[config.mk]
export PLATFORM = sky130hd
export DESIGN_NAME = alu_pipe
export DESIGN_NICKNAME = d
export VERILOG_FILES = /design/src/rtl/alu_pkg.sv /design/src/rtl/alu_mul_seq.sv /design/src/rtl/alu_pipe.sv
export SDC_FILE = /design/constraint.sdc
export NUM_CORES = 1
export LEC_CHECK = 0
export ABC_AREA = 1
export CORE_AREA = 2 2 92 72
export CTS_CLUSTER_SIZE = 30
export DETAILED_ROUTE_END_ITERATION = 10
export DIE_AREA = 0 0 94 74
export HOLD_SLACK_MARGIN = 0.03
export PLACE_DENSITY = 0.77
export SYNTH_ARGS = -nofsm -noshare
export SYNTH_HDL_FRONTEND = slang
export SYNTH_HIERARCHICAL = 1
export SYNTH_SLANG_ARGS = --single-unit
[constraint.sdc]
create_clock -name clk -period 4.9 [get_ports clk]
set_input_delay 0.49 -clock clk [delete_from_list [all_inputs] [get_ports clk]]
set_output_delay 0.49 -clock clk [all_outputs]
set_load 0.02 [all_outputs]
[src/rtl/alu_pkg.sv]
// Shared opcode map, flag bit positions and FSM state type for alu_pipe.
// The multiplier opcodes are only legal when ALU_PIPE_MUL_EN is defined.
package alu_pkg;

  // Logic group (ext=0, mode=0)
  localparam logic [4:0] AND   = 5'b0_0000;
  localparam logic [4:0] OR    = 5'b0_0001;
  localparam logic [4:0] XOR   = 5'b0_0010;
  localparam logic [4:0] NOR   = 5'b0_0011;
  localparam logic [4:0] SHLA  = 5'b0_0100;
  localparam logic [4:0] SHLB  = 5'b0_0101;
  localparam logic [4:0] SRLA  = 5'b0_0110;
  localparam logic [4:0] SRLB  = 5'b0_0111;

  // Arithmetic group (ext=0, mode=1)
  localparam logic [4:0] ADD   = 5'b0_1000;
  localparam logic [4:0] SUB   = 5'b0_1001;
  localparam logic [4:0] INCA  = 5'b0_1010;
  localparam logic [4:0] INCB  = 5'b0_1011;
  localparam logic [4:0] DECA  = 5'b0_1100;
  localparam logic [4:0] DECB  = 5'b0_1101;
  localparam logic [4:0] PASSA = 5'b0_1110;
  localparam logic [4:0] PASSB = 5'b0_1111;

  localparam logic [4:0] MUL   = 5'b1_0000;
  localparam logic [4:0] MFHI  = 5'b1_0001;

  localparam int FLAG_C = 3;
  localparam int FLAG_Z = 2;
  localparam int FLAG_N = 1;
  localparam int FLAG_V = 0;

  typedef enum logic {
    IDLE = 1'b0,
    BUSY = 1'b1
  } state_e;

endpackage

[src/rtl/alu_mul_seq.sv]
// Iterative shift-add multiplier: start_i latches operands, then one partial
// product per cycle; done_o is high in the last of WIDTH busy cycles with product_o valid.
module alu_mul_seq #(
  parameter int WIDTH = 8
) (
  input  logic                 clk,
  input  logic                 rst_n,
  input  logic                 start_i,
  input  logic [WIDTH-1:0]     a_i,
  input  logic [WIDTH-1:0]     b_i,
  output logic                 done_o,
  output logic [2*WIDTH-1:0]   product_o
);

  localparam int CW = $clog2(WIDTH);
  localparam logic [CW-1:0] LAST = CW'(WIDTH - 1);

  logic                busy_q;
  logic [CW-1:0]       cnt_q;
  logic [2*WIDTH-1:0]  mcand_q;
  logic [2*WIDTH-1:0]  acc_q;
  logic [2*WIDTH-1:0]  acc_d;
  logic [WIDTH-1:0]    mplier_q;

  // The final partial product is folded in combinationally so the result
  // is available in the same cycle done_o is raised.
  assign acc_d     = mplier_q[0] ? acc_q + mcand_q : acc_q;
  assign done_o    = busy_q && (cnt_q == LAST);
  assign product_o = acc_d;

  always_ff @(posedge clk or negedge rst_n) begin
    if (!rst_n) begin
      busy_q   <= 1'b0;
      cnt_q    <= '0;
      mcand_q  <= '0;
      mplier_q <= '0;
      acc_q    <= '0;
    end else if (start_i) begin
      busy_q   <= 1'b1;
      cnt_q    <= '0;
      mcand_q  <= {{WIDTH{1'b0}}, a_i};
      mplier_q <= b_i;
      acc_q    <= '0;
    end else if (busy_q) begin
      acc_q    <= acc_d;
      mcand_q  <= mcand_q << 1;
      mplier_q <= mplier_q >> 1;
      cnt_q    <= cnt_q + CW'(1);
      if (done_o) busy_q <= 1'b0;
    end
  end

endmodule

[src/rtl/alu_pipe.sv]
// Registered WIDTH-bit ALU with valid/ready handshakes, status flags and carry chaining.
// Define ALU_PIPE_MUL_EN to build in the iterative multiplier (MUL/MFHI) and hi register.
module alu_pipe
  import alu_pkg::*;
#(
  parameter int WIDTH = 8,
  parameter int SHAMT = 2
) (
  input  logic             clk,
  input  logic             rst_n,
  input  logic             in_valid,
  output logic             in_ready,
  input  logic [4:0]       op,
  input  logic [WIDTH-1:0] a,
  input  logic [WIDTH-1:0] b,
  input  logic             c_in,
  input  logic             use_cf,
  output logic             out_valid,
  input  logic             out_ready,
  output logic [WIDTH-1:0] result,
  output logic [3:0]       flags,
  output logic             err
);

  localparam int MSB = WIDTH - 1;
  localparam logic [WIDTH:0] ONE = {{WIDTH{1'b0}}, 1'b1};

  state_e           state_q;
  logic             out_valid_q;
  logic [WIDTH-1:0] result_q;
  logic [3:0]       flags_q;
  logic             err_q;

  logic             accept;
  logic             cin_eff;
  logic [WIDTH:0]   ax, bx, cx, sum;
  logic             ovf;
  logic             is_mul;
  logic [WIDTH-1:0] result_d;
  logic [3:0]       flags_d;
  logic             err_d;

  // Handshake: a beat moves on an interface in any cycle where valid and ready
  // are both high at the rising edge; valid never depends on ready. The input
  // side stalls while the multiplier runs or while an unconsumed result sits
  // in the output register.
  assign in_ready  = (state_q == IDLE) && (!out_valid_q || out_ready);
  assign accept    = in_valid && in_ready;
  assign out_valid = out_valid_q;
  assign result    = result_q;
  assign flags     = flags_q;
  assign err       = err_q;

  assign cin_eff = use_cf ? flags_q[FLAG_C] : c_in;
  assign ax      = {1'b0, a};
  assign bx      = {1'b0, b};
  assign cx      = {{WIDTH{1'b0}}, cin_eff};

`ifdef ALU_PIPE_MUL_EN
  logic [WIDTH-1:0]   hi_q;
  logic               mul_done;
  logic [2*WIDTH-1:0] product;

  alu_mul_seq #(.WIDTH(WIDTH)) u_mul (
    .clk       (clk),
    .rst_n     (rst_n),
    .start_i   (accept && is_mul),
    .a_i       (a),
    .b_i       (b),
    .done_o    (mul_done),
    .product_o (product)
  );

  always_ff @(posedge clk or negedge rst_n) begin
    if (!rst_n) hi_q <= '0;
    else if (state_q == BUSY && mul_done) hi_q <= product[2*WIDTH-1:WIDTH];
  end
`endif

  // Datapath: the top bit of the WIDTH+1 result is carry/borrow for the
  // arithmetic group and always zero for logic and pass ops.
  always_comb begin
    sum = '0;
    ovf = 1'b0;
    case (op)
      ADD:   begin sum = ax + bx + cx; ovf = (a[MSB] == b[MSB]) && (sum[MSB] != a[MSB]); end
      SUB:   begin sum = ax - bx - cx; ovf = (a[MSB] != b[MSB]) && (sum[MSB] != a[MSB]); end
      INCA:  begin sum = ax + ONE; ovf = !a[MSB] && sum[MSB]; end
      INCB:  begin sum = bx + ONE; ovf = !b[MSB] && sum[MSB]; end
      DECA:  begin sum = ax - ONE; ovf = a[MSB] && !sum[MSB]; end
      DECB:  begin sum = bx - ONE; ovf = b[MSB] && !sum[MSB]; end
      PASSA: sum = ax;
      PASSB: sum = bx;
      AND:   sum = {1'b0, a & b};
      OR:    sum = {1'b0, a | b};
      XOR:   sum = {1'b0, a ^ b};
      NOR:   sum = {1'b0, ~(a | b)};
      SHLA:  sum = {1'b0, a << SHAMT};
      SHLB:  sum = {1'b0, b << SHAMT};
      SRLA:  sum = {1'b0, a >> SHAMT};
      SRLB:  sum = {1'b0, b >> SHAMT};
      default: ;
    endcase
  end

  always_comb begin
    result_d = '0;
    flags_d  = flags_q;
    err_d    = 1'b0;
    is_mul   = 1'b0;
    if (!op[4]) begin
      result_d = sum[MSB:0];
      flags_d  = {sum[WIDTH], (sum[MSB:0] == '0), sum[MSB], ovf};
    end else begin
`ifdef ALU_PIPE_MUL_EN
      if (op == MUL) begin
        is_mul = 1'b1;
      end else if (op == MFHI) begin
        result_d = hi_q;
        flags_d  = {(hi_q != '0), (hi_q == '0), hi_q[MSB], 1'b0};
      end else begin
        err_d = 1'b1;
      end
`else
      err_d = 1'b1;
`endif
    end
  end

  always_ff @(posedge clk or negedge rst_n) begin
    if (!rst_n) begin
      state_q     <= IDLE;
      out_valid_q <= 1'b0;
      result_q    <= '0;
      flags_q     <= '0;
      err_q       <= 1'b0;
    end else begin
      if (out_valid_q && out_ready) out_valid_q <= 1'b0;
      case (state_q)
        IDLE: begin
          if (accept) begin
            if (is_mul) begin
              state_q <= BUSY;
            end else begin
              out_valid_q <= 1'b1;
              result_q    <= result_d;
              flags_q     <= flags_d;
              err_q       <= err_d;
            end
          end
        end
        BUSY: begin
`ifdef ALU_PIPE_MUL_EN
          if (mul_done) begin
            state_q     <= IDLE;
            out_valid_q <= 1'b1;
            result_q    <= product[MSB:0];
            flags_q     <= {(product[2*WIDTH-1:WIDTH] != '0), (product == '0), product[MSB], 1'b0};
            err_q       <= 1'b0;
          end
`else
          state_q <= IDLE;
`endif
        end
        default: state_q <= IDLE;
      endcase
    end
  end

endmodule

==> flow_summary_export.csv <==
group,metric,value,unit
min_path,hp-class,"register to register",
setup_path,start_kind,"input port",
floorplanning,die_area,0.006956,sq mm
power,leakagePower,1.999,nW
clock_network,clock_latency,0.25,ns
clock_network,cts_hold_buf,0,
setup_path,arrival,3.46,ns
floorplanning,initial_utilization,52.66,%
sta,tightest_slew,0.7516,ns
global_routing,grt_pass1_wl,18230,um
route,ant_nets,0,
route,dr.pass1.iters,5,
sta,finalHoldViolCount,0,
yosys,synth_seq_area_share,10.91,%
layout,diodes,0,
sta,period_needed,3.314,ns
floorplanning,die_h,74,um
sta,setup_tns,0,ns
global_routing,grt-ovfl-total,0,
clock_network,clkTransAtPathRegs,0.06,ns
yosys,yosysUniqueCellTypes,25,
power,power,569.3,uW
layout,area_delta_synth_final,15.97,%
floorplanning,rows,25,
setup_path,cp-end-kind,"register",
sta,relSlewSlack,49.84,%
route,wire_per_inst,16.29,um
sta,fin_hold_ws,0.4833,ns
power,powerDensity,152.9,mW/mm^2
job,drv_cap,0,
layout,drive_gt1_share,2.552,%
placement,place_hpwl,9331,um
route,vias,4087,
global_routing,grt_max_degree,16,
clock_network,post_cts_buffers,0,
sta,drv_slew,0,
clock_network,cts_tree,"done",
route,drtIter0Drc,396,
yosys,synth_area_per_cell,5.435,sq um
layout,fill_cells,637,
floorplanning,core,0.006100,sq mm
clock_network,cts_max_level,1,
yosys,synth_fp_nets,660,
global_routing,grt_pass1_vias,3683,
yosys,synth_cells,591,
sta,fin_crit_sh,67.64,%
status,outcome,"completed",
sta,final-setup-viol-count,0,
setup_path,worst_ep_required_time,5.04,ns
placement,place.gp.congestion,1.070,
route,wl,11530,um
clock_network,cts.repair.resized,0,
setup_path,cp_max_fo,7,
clock_network,cts-buffers-inserted,3,
route,via_per_inst,5.773,
power,ir_worst_vdd,0.09976,mV
setup_path,rrSetupSlack,2.00,ns
floorplanning,die_x,94,um
sta,rsz0062_at_grt,"no",
clock_network,root_buffer,"clkbuf_8",
setup_path,critical_path_class,"input port to register",
sta,clock.fmax,0.3017,GHz
global_routing,grt_util_all_layers,33.98,%
clock_network,clockBufferDepth,2,
yosys,ys_seq_elements,14,
route,drc_errors,0,
floorplanning,boundaryPins,42,
global_routing,antenna_found_initial,0,
sta,finClkSkew,0.001629,ns
yosys,syn_area,0.003212,sq mm
clock_network,clock-sinks,14,
yosys,synth_warnings,6,
placement,portBuffers,41,
layout,final_nets,697,
==> cells in the final DEF (no fill, tap or decap), drive strengths merged, types with 4 or more instances in the layout <==
cell type,netlist,layout
nand4,13,13
nand2,214,214
o21ai,33,33
dfrtp,14,14
ha,38,38
nand3b,5,5
nand3,77,77
inv,70,70
clkbuf,3,4
nor2,87,87
nor3,7,7
a21oi,8,8
clkdlybuf4s50,0,41
fa,4,4
==> worst paths after layout <==
check,from,to,cells past startpoint
worst max register to register,flags[3]$_DFFE_PN0P_,flags[2]$_DFFE_PN0P_,17
min in group asynchronous,rst_n,result[7]$_DFFE_PN0P_,1
max in group asynchronous,rst_n,result[2]$_DFFE_PN0P_,1
worst min-delay path,result[3]$_DFFE_PN0P_,result[3]$_DFFE_PN0P_,2
worst max-delay path,b[0],flags[2]$_DFFE_PN0P_,16
worst min register to register,result[3]$_DFFE_PN0P_,result[3]$_DFFE_PN0P_,2
==> cells by family after synthesis <==
kind of cell	Yosys count	synth area share (%)
simple gates	406	53.18
buf+inv	79	9.856
compound gates	44	7.129
fa+ha+maj	42	17.30
flops	14	10.91
xor+xnor	6	1.636
==> synthesized netlist by cell type (all sizes together) <==
library cell  number  area, sq um
ha                38        475.5
nand4             13        81.33
clkbuf             3        11.26
o21a               1        7.510
xnor2              3        26.28
or2                3        18.77
a21oi              8        40.04
nor2              87        344.1
xor2               3        26.28
inv               70        262.8
buf                6        42.54
nor3               7        35.03
dfrtp             14        350.3
a221oi             1        8.760
fa                 4        80.08
o211ai             1        7.510
nand3             77        385.4
o21ai             33        165.2
nand2            214        805.8
nand3b             5        37.54
==> metal layers <==
metal  global-route usage, %  up-vias  share of wire [%]
li1                        -     1960                  -
met1                   49.72     1841                 45
met2                   49.37      248                 41
met3                   4.661       38                9.8
met4                   16.43        0                4.2
met5                       0        -                  0
==> area by class of cell <==
cell class | count | area, sq um | share of cell area (%)
multi-input combinational | 498 | 2545 | 68.32
timing repair buffer | 41 | 410.4 | 11.02
sequential | 14 | 350.3 | 9.405
inverter | 70 | 262.8 | 7.054
tap | 81 | 101.3 | 2.721
clock buffer | 4 | 55.05 | 1.478
==> registers in the layout (all words and copies together), names as in the netlist <==
| register | count |
|---|---|
| err | 1 |
| out_valid | 1 |
| result | 8 |
| flags | 4 |
==> through the flow <==
step           utilization, %  setup WS [ns]  area (sq um)  std cells
6_report                61.07          1.586          3725        708
5_1_grt                 61.07          1.320          3725        708
4_1_cts                 61.07          1.606          3725        708
3_5_place_dp            60.16          1.345          3670        704
3_3_place_gp            60.16          1.430          3670        704
2_1_floorplan               -          2.465          3212        591
==> worst max-delay path, stage by stage <==
cell and delay [ns]:
clkdlybuf4s50_1 0.63, inv_1 0.22, fa_1 0.51, fa_1 0.44, nor2_1 0.21, o21ai_0 0.19
nand2_1 0.10, nand2_1 0.06, nand2_1 0.07, nand2_1 0.05, nor2_1 0.16, nor2_1 0.06
nand2_1 0.09, nor2_1 0.05, nand3_1 0.08, nand2_1 0.05
==> report_power, final <==
group | switching [mW] | internal, mW | total (mW)
logic | 0.203 | 0.116 | 0.319
registers | 0.00696 | 0.129 | 0.135
clock network | 0.0436 | 0.0713 | 0.115
total | 0.253 | 0.316 | 0.569
Power figures use the tool's default switching activity.
